$ cat config.mk
export PLATFORM = sky130hd
export DESIGN_NAME = vga_window_gen
export DESIGN_NICKNAME = d
export VERILOG_FILES = /design/src/rtl/vga_window_gen.sv
export SDC_FILE = /design/constraint.sdc
export NUM_CORES = 1
export LEC_CHECK = 0
export ABC_CLOCK_PERIOD_IN_PS = 2900
export BUFFER_PORTS_ARGS = -buffer_cell sky130_fd_sc_hd__buf_2
export CAP_MARGIN = 20
export CORE_UTILIZATION = 35
export DETAILED_ROUTE_END_ITERATION = 10
export MAX_ROUTING_LAYER = met4
export SKIP_LAST_GASP = 1
export SYNTH_ARGS = -nofsm -noshare
export SYNTH_HDL_FRONTEND = slang
export SYNTH_SLANG_ARGS = --single-unit
$ cat constraint.sdc
create_clock -name clk25 -period 2.9 [get_ports clk25]
set_input_delay 0.29 -clock clk25 [delete_from_list [all_inputs] [get_ports clk25]]
set_output_delay 0.29 -clock clk25 [all_outputs]
set_load 0.03 [all_outputs]
$ cat src/rtl/vga_window_gen.sv
`default_nettype none
// +----------------------------------------------------------------------------+
// | vga_window_gen: parametrised VGA timing, upscaled frame-buffer window and   |
// | read-latency compensation. Optional border ring: VGA_WIN_BORDER_EN.        |
// | Revision: 1.0                                                              |
// +----------------------------------------------------------------------------+
module vga_window_gen #(
    parameter int   H_ACT  = 640,
    parameter int   H_FP   = 16,
    parameter int   H_SYNC = 96,
    parameter int   H_BP   = 48,
    parameter int   V_ACT  = 480,
    parameter int   V_FP   = 10,
    parameter int   V_SYNC = 2,
    parameter int   V_BP   = 33,
    parameter logic HS_POL = 1'b0,
    parameter logic VS_POL = 1'b0,
    parameter int   WIN_X  = 160,
    parameter int   WIN_Y  = 120,
    parameter int   WIN_W  = 320,
    parameter int   WIN_H  = 240,
    parameter int   SCALE  = 1,
    parameter int   ADDR_W = 17,
    parameter int   RD_LAT = 1
) (
    input  logic              clk25,
    input  logic              rst_n,
    input  logic              pix_mode,
    output logic [ADDR_W-1:0] frame_addr,
    input  logic [11:0]       frame_pixel,
    output logic [3:0]        vga_red,
    output logic [3:0]        vga_green,
    output logic [3:0]        vga_blue,
    output logic              vga_hsync,
    output logic              vga_vsync,
    output logic [9:0]        HCnt,
    output logic [9:0]        VCnt,
    output logic              frame_start,
    output logic              in_window
);
    localparam int c_h_tot  = H_ACT + H_FP + H_SYNC + H_BP;
    localparam int c_v_tot  = V_ACT + V_FP + V_SYNC + V_BP;
    localparam int c_pipe   = RD_LAT + 1;
    localparam int c_win_xe = WIN_X + WIN_W * SCALE;
    localparam int c_win_ye = WIN_Y + WIN_H * SCALE;
    localparam int c_hs_beg = H_ACT + H_FP;
    localparam int c_vs_beg = V_ACT + V_FP;
    localparam int c_b_fs   = 20;
    localparam int c_b_win  = 21;
    localparam int c_b_vs   = 22;
    localparam int c_b_hs   = 23;
`ifdef VGA_WIN_BORDER_EN
    localparam int c_b_bdr  = 24;
    localparam int c_sb_w   = 25;
`else
    localparam int c_sb_w   = 24;
`endif

    logic [9:0]        r_h, r_v;
    logic [31:0]       w_hx, w_vx;
    logic              w_h_end, w_v_end, w_in_x, w_in_y, w_win, w_fs0, w_hs, w_vs;
    logic [2:0]        r_sx, r_sy;
    logic [ADDR_W-1:0] r_col, r_base, r_addr_hold, w_addr;
    logic              r_mode, w_pre_win;
    logic [11:0]       r_rgb;
    logic [c_sb_w-1:0] w_s0;
    logic [c_sb_w-1:0] r_pipe [c_pipe];

    assign w_hx    = {22'd0, r_h};
    assign w_vx    = {22'd0, r_v};
    assign w_h_end = (w_hx == 32'(c_h_tot - 1));
    assign w_v_end = (w_vx == 32'(c_v_tot - 1));
    assign w_in_x  = (w_hx >= 32'(WIN_X)) && (w_hx < 32'(c_win_xe)) && (w_hx < 32'(H_ACT));
    assign w_in_y  = (w_vx >= 32'(WIN_Y)) && (w_vx < 32'(c_win_ye)) && (w_vx < 32'(V_ACT));
    assign w_win   = w_in_x && w_in_y;
    assign w_fs0   = (r_h == 10'd0) && (r_v == 10'd0);
    assign w_hs    = (w_hx >= 32'(c_hs_beg)) && (w_hx < 32'(c_hs_beg + H_SYNC));
    assign w_vs    = (w_vx >= 32'(c_vs_beg)) && (w_vx < 32'(c_vs_beg + V_SYNC));

`ifdef VGA_WIN_BORDER_EN
    logic w_border, w_pre_bdr;
    // Ring one pixel outside the window; +1 keeps the left/top test unsigned-safe.
    assign w_border = (w_hx + 32'd1 >= 32'(WIN_X)) && (w_hx <= 32'(c_win_xe))
                   && (w_vx + 32'd1 >= 32'(WIN_Y)) && (w_vx <= 32'(c_win_ye))
                   && (w_hx < 32'(H_ACT)) && (w_vx < 32'(V_ACT)) && !w_win;
    assign w_s0 = {w_border, w_hs, w_vs, w_win, w_fs0, r_h, r_v};
`else
    assign w_s0 = {w_hs, w_vs, w_win, w_fs0, r_h, r_v};
`endif

    always_ff @(posedge clk25) begin
        if (!rst_n) begin
            r_h <= '0;
            r_v <= '0;
        end else if (w_h_end) begin
            r_h <= '0;
            r_v <= w_v_end ? 10'd0 : r_v + 10'd1;
        end else begin
            r_h <= r_h + 10'd1;
        end
    end

    // Divider-free addressing: sub-pixel/column counters plus a per-row base.
    assign w_addr     = r_base + r_col;
    assign frame_addr = w_win ? w_addr : r_addr_hold;

    always_ff @(posedge clk25) begin
        if (!rst_n) begin
            r_sx        <= '0;
            r_col       <= '0;
            r_sy        <= '0;
            r_base      <= '0;
            r_addr_hold <= '0;
        end else begin
            if (w_win) begin
                r_addr_hold <= w_addr;
                if (r_sx == 3'(SCALE - 1)) begin
                    r_sx  <= '0;
                    r_col <= r_col + ADDR_W'(1);
                end else begin
                    r_sx <= r_sx + 3'd1;
                end
            end else begin
                r_sx  <= '0;
                r_col <= '0;
            end
            if (w_h_end) begin
                if (w_v_end) begin
                    r_sy   <= '0;
                    r_base <= '0;
                end else if (w_in_y) begin
                    if (r_sy == 3'(SCALE - 1)) begin
                        r_sy   <= '0;
                        r_base <= r_base + ADDR_W'(WIN_W);
                    end else begin
                        r_sy <= r_sy + 3'd1;
                    end
                end
            end
        end
    end

    always_ff @(posedge clk25) begin
        if (!rst_n)
            r_mode <= 1'b0;
        else if (w_fs0)
            r_mode <= pix_mode;
    end

    always_ff @(posedge clk25) begin
        if (!rst_n) begin
            for (int k = 0; k < c_pipe; k++) r_pipe[k] <= '0;
        end else begin
            r_pipe[0] <= w_s0;
            for (int k = 1; k < c_pipe; k++) r_pipe[k] <= r_pipe[k-1];
        end
    end

    // Colour gating uses the sideband delayed by RD_LAT, matching frame_pixel arrival.
    generate
        if (RD_LAT == 0) begin : g_pre_direct
            assign w_pre_win = w_win;
`ifdef VGA_WIN_BORDER_EN
            assign w_pre_bdr = w_border;
`endif
        end else begin : g_pre_piped
            assign w_pre_win = r_pipe[RD_LAT-1][c_b_win];
`ifdef VGA_WIN_BORDER_EN
            assign w_pre_bdr = r_pipe[RD_LAT-1][c_b_bdr];
`endif
        end
    endgenerate

    always_ff @(posedge clk25) begin
        if (!rst_n)
            r_rgb <= '0;
        else if (w_pre_win)
            r_rgb <= r_mode ? frame_pixel : {12{frame_pixel[0]}};
`ifdef VGA_WIN_BORDER_EN
        else if (w_pre_bdr)
            r_rgb <= 12'hFFF;
`endif
        else
            r_rgb <= '0;
    end

    assign {vga_red, vga_green, vga_blue} = r_rgb;
    assign vga_hsync   = r_pipe[c_pipe-1][c_b_hs] ? HS_POL : ~HS_POL;
    assign vga_vsync   = r_pipe[c_pipe-1][c_b_vs] ? VS_POL : ~VS_POL;
    assign HCnt        = r_pipe[c_pipe-1][19:10];
    assign VCnt        = r_pipe[c_pipe-1][9:0];
    assign frame_start = r_pipe[c_pipe-1][c_b_fs];
    assign in_window   = r_pipe[c_pipe-1][c_b_win];
endmodule
`default_nettype wire

==> out/results.tsv <==
stage	metric	value	unit
route	firstDrtPassIters	5	
run	maxCapViolCount	0	
route	vias	4294	
worst_setup_path	path_class	flip-flop to output port	
place	dp_hpwl	8.20	mm
cells_and_area	layout_common_cells	dfxtp_1, buf_2, nor2_1	
global_route	grt_pass1_wl	19.6	mm
cells_and_area	n_antenna_cell	0	
timing	fmax	357	MHz
cts	insertion_delay	0.42	ns
cells_and_area	finalNetCount	692	
cts	cts_tree	yes	
timing	setup_violations	0	
power	total_power	0.00417	W
cts	root_buffer	clkbuf_16	
worst_setup_path	crit_path_start_kind	flip-flop	
timing	timing.final.max_slew_violations	0	
cts	clockBufferDepth	2	
timing	worst_pin_slew	0.603	ns
global_route	grt_usage	15.6	%
power	power.leakage	2.71	nW
synthesis	ys.flop_type	dfxtp_1	
min_path	hp-class	primary input to flip-flop	
cells_and_area	multi_input_area	2630	um^2
floorplan	pin_count	68	
timing	relSlewSlack	59.6	%
worst_setup_path	max_stage_delay	0.37	ns
worst_setup_path	crit_chain	ha_1, o21ai_1, o21ai_1, a221oi_2, buf_4, o2111a_1, a211oi_1, buf_2	
floorplan	rows	45	
power	p_per_area	628	nW/um^2
power	irDropWorstVdd	0.000417	V
floorplan	die-area	16500	um^2
route	drc	0	
timing	post-route-period-util	96.7	%
cts	htree_num_levels	4	
synthesis	synth_edf_count	0	
cells_and_area	drive_gt1_share	19.1	%
timing	fin_skew	0.00647	ns
route	drt-initial-drc-count	255	
route	routedWlPerCell	13.4	um
synthesis	yosys_register_bits	132	
floorplan	dieWidth	128	um
cells_and_area	fillers	1546	
route	drt_wl_total	11.8	mm
synthesis	yosysSeqAreaShare	47.2	%
place	gp_congestion	0.909	
place	dpl_cell_area	5980	um^2
route	vias_per_cell	4.88	
cells_and_area	layout_commonest_cell	dfxtp_1	
floorplan	design.core.area	15400	um^2
worst_setup_path	worstPathMaxFanout	7	
worst_setup_path	crit_top_cell	o21ai_1	
synthesis	syn_avg_cell_area	9.12	um^2
synthesis	syn-cell-area	5600	um^2
global_route	grt_pass1_vias	4113	
cells_and_area	syn_to_final_growth	18.5	%
synthesis	async_flop_share	0	%
status	run_status	complete, no violations	
timing	hold_viol_final	0	
cts	cts_buffers	17	
global_route	grt-ovfl-total	0	
worst_setup_path	cp.required	2.61	ns
floorplan	dieHeight	128	um
floorplan	start_util	36.3	%
synthesis	synth_cell_types	53	
cells_and_area	stdcell_count	880	
synthesis	synth_fp_nets	649	
place	placed_cells	849	
worst_setup_path	cp.arrival	2.51	ns
worst_setup_path	crit_slowest_cell	dfxtp_1	
cts	clk_pin_slew	0.06	ns
global_route	grt_start_max_net_pins	46	
timing	fin_crit	2.80	ns
route	postRouteAntennaNets	0	
cells_and_area	fin_area	6630	um^2
cts	cts.sinks	132	
place	port_buffers	67	
cells_and_area	regArea	2640	um^2
global_route	antenna_found_initial	0	
synthesis	synthCells	614	
synthesis	yosysWarningCount	0	
worst_setup_path	critPathCaptureType	output port	
timing	rsz0062_at_grt	true	
per-stage QoR:
| step | worst slack [ns] | TNS, ns | hold slack [ns] | util (%) |
|---|---|---|---|---|
| detailed placement | 0.320 | 0 | 0.423 | 38.7 |
| global placement | 0.319 | 0 | 0.415 | 38.7 |
| finish | 0.0971 | 0 | 0.113 | 43.0 |
| CTS | 0.00513 | 0 | 0.0965 | 42.9 |
| global route | -0.0301 | -0.0371 | 0.121 | 43.0 |
| floorplan | 0.0818 | 0 | 0.412 | - |
synth_stat cells, types with 3 or more instances:
cell,number,area share (%)
a21oi_1,28,2.5
buf_4,21,2.8
o21ai_0,19,1.7
xnor2_1,20,3.1
nor4_1,8,0.89
nand4b_1,3,0.47
o211ai_1,5,0.67
nor2_1,57,3.8
clkbuf_1,27,1.8
nand2_1,42,2.8
nand4_1,14,1.6
ha_1,20,4.5
mux2_2,9,1.8
or2_2,4,0.45
nand3_1,17,1.5
dfxtp_1,132,47
nor2b_1,4,0.45
a41oi_1,3,0.47
nand3b_1,3,0.40
o21a_1,3,0.40
and3_1,12,1.3
xor2_1,18,2.8
o31ai_1,5,0.67
a211oi_1,5,0.67
and2_1,53,5.9
inv_1,21,1.4
nor3_1,10,0.89
or3_1,6,0.67
or4_1,6,0.80
a31oi_1,7,0.78
a21o_1,4,0.54
metal layers:
| layer | wire length [um] | share of wire [%] | track usage [%] | vias up |
|---|---|---|---|---|
| met3 | 420 | 3.6 | 3.58 | 20 |
| met5 | 0 | 0 | - | - |
| li1 | - | - | - | 2174 |
| met2 | 5580 | 47 | 24.8 | 85 |
| met4 | 252 | 2.1 | 7.82 | 0 |
| met1 | 5530 | 47 | 18.7 | 2015 |
power by group:
part,total (W),leakage [nW],switching [W],internal [W]
Sequential,0.00184,1.06,0.0000154,0.00183
Clock,0.00224,0.294,0.000788,0.00145
Combinational,0.0000833,1.35,0.0000530,0.0000303
layout make-up:
type	count	area share, %
Tap cell	211	3.98
Clock buffer	18	6.62
Timing Repair Buffer	75	5.96
Clock inverter	13	2.75
Sequential cell	132	39.8
Multi-Input combinational cell	409	39.6
Inverter	22	1.25
flip-flops by register name, summed over array words and instances (netlist names):
signal / flops
r_col: 17
r_pipe: 48
r_h: 10
r_mode: 1
r_addr_hold: 17
r_sy: 3
r_rgb: 12
r_v: 10
r_base: 11
r_sx: 3
worst paths after layout:
kind / depth (start not counted) / slack, ns / start / end
worst max-delay path: 8 / 0.1 / r_base[9] / frame_addr[16]
worst min-delay path: 3 / 0.11 / pix_mode / r_mode
worst max register to register: 7 / 0.39 / r_v[1] / r_base[14]
worst min register to register: 1 / 0.43 / r_pipe[0][18] / r_pipe[0][42]
what timing repair did:
item                                    in CTS  in global routing
endpoints found under the setup margin      11                 13
gates cloned                                 0                  0
buffers inserted                             0                  0
hold buffers                                 0                  0
gates resized for setup                      3                  6
kinds of logic after synthesis:
group	after synthesis	share of synthesized area, %
fa+ha+maj	20	4.47
compound gates	92	10.3
simple gates	248	23.4
mux	11	2.17
xor+xnor	38	5.95
flops	132	47.2
buf+inv	73	6.48
critical path: cells and delay by family, from the launching register on:
kind,cells,cell delay [ns]
buffers and inverters,2,0.39
adders and majority gates,1,0.34
DFF,1,0.37
AOI/OAI and AO/OA,5,0.99
No activity file was read; power rests on OpenSTA's default activity.
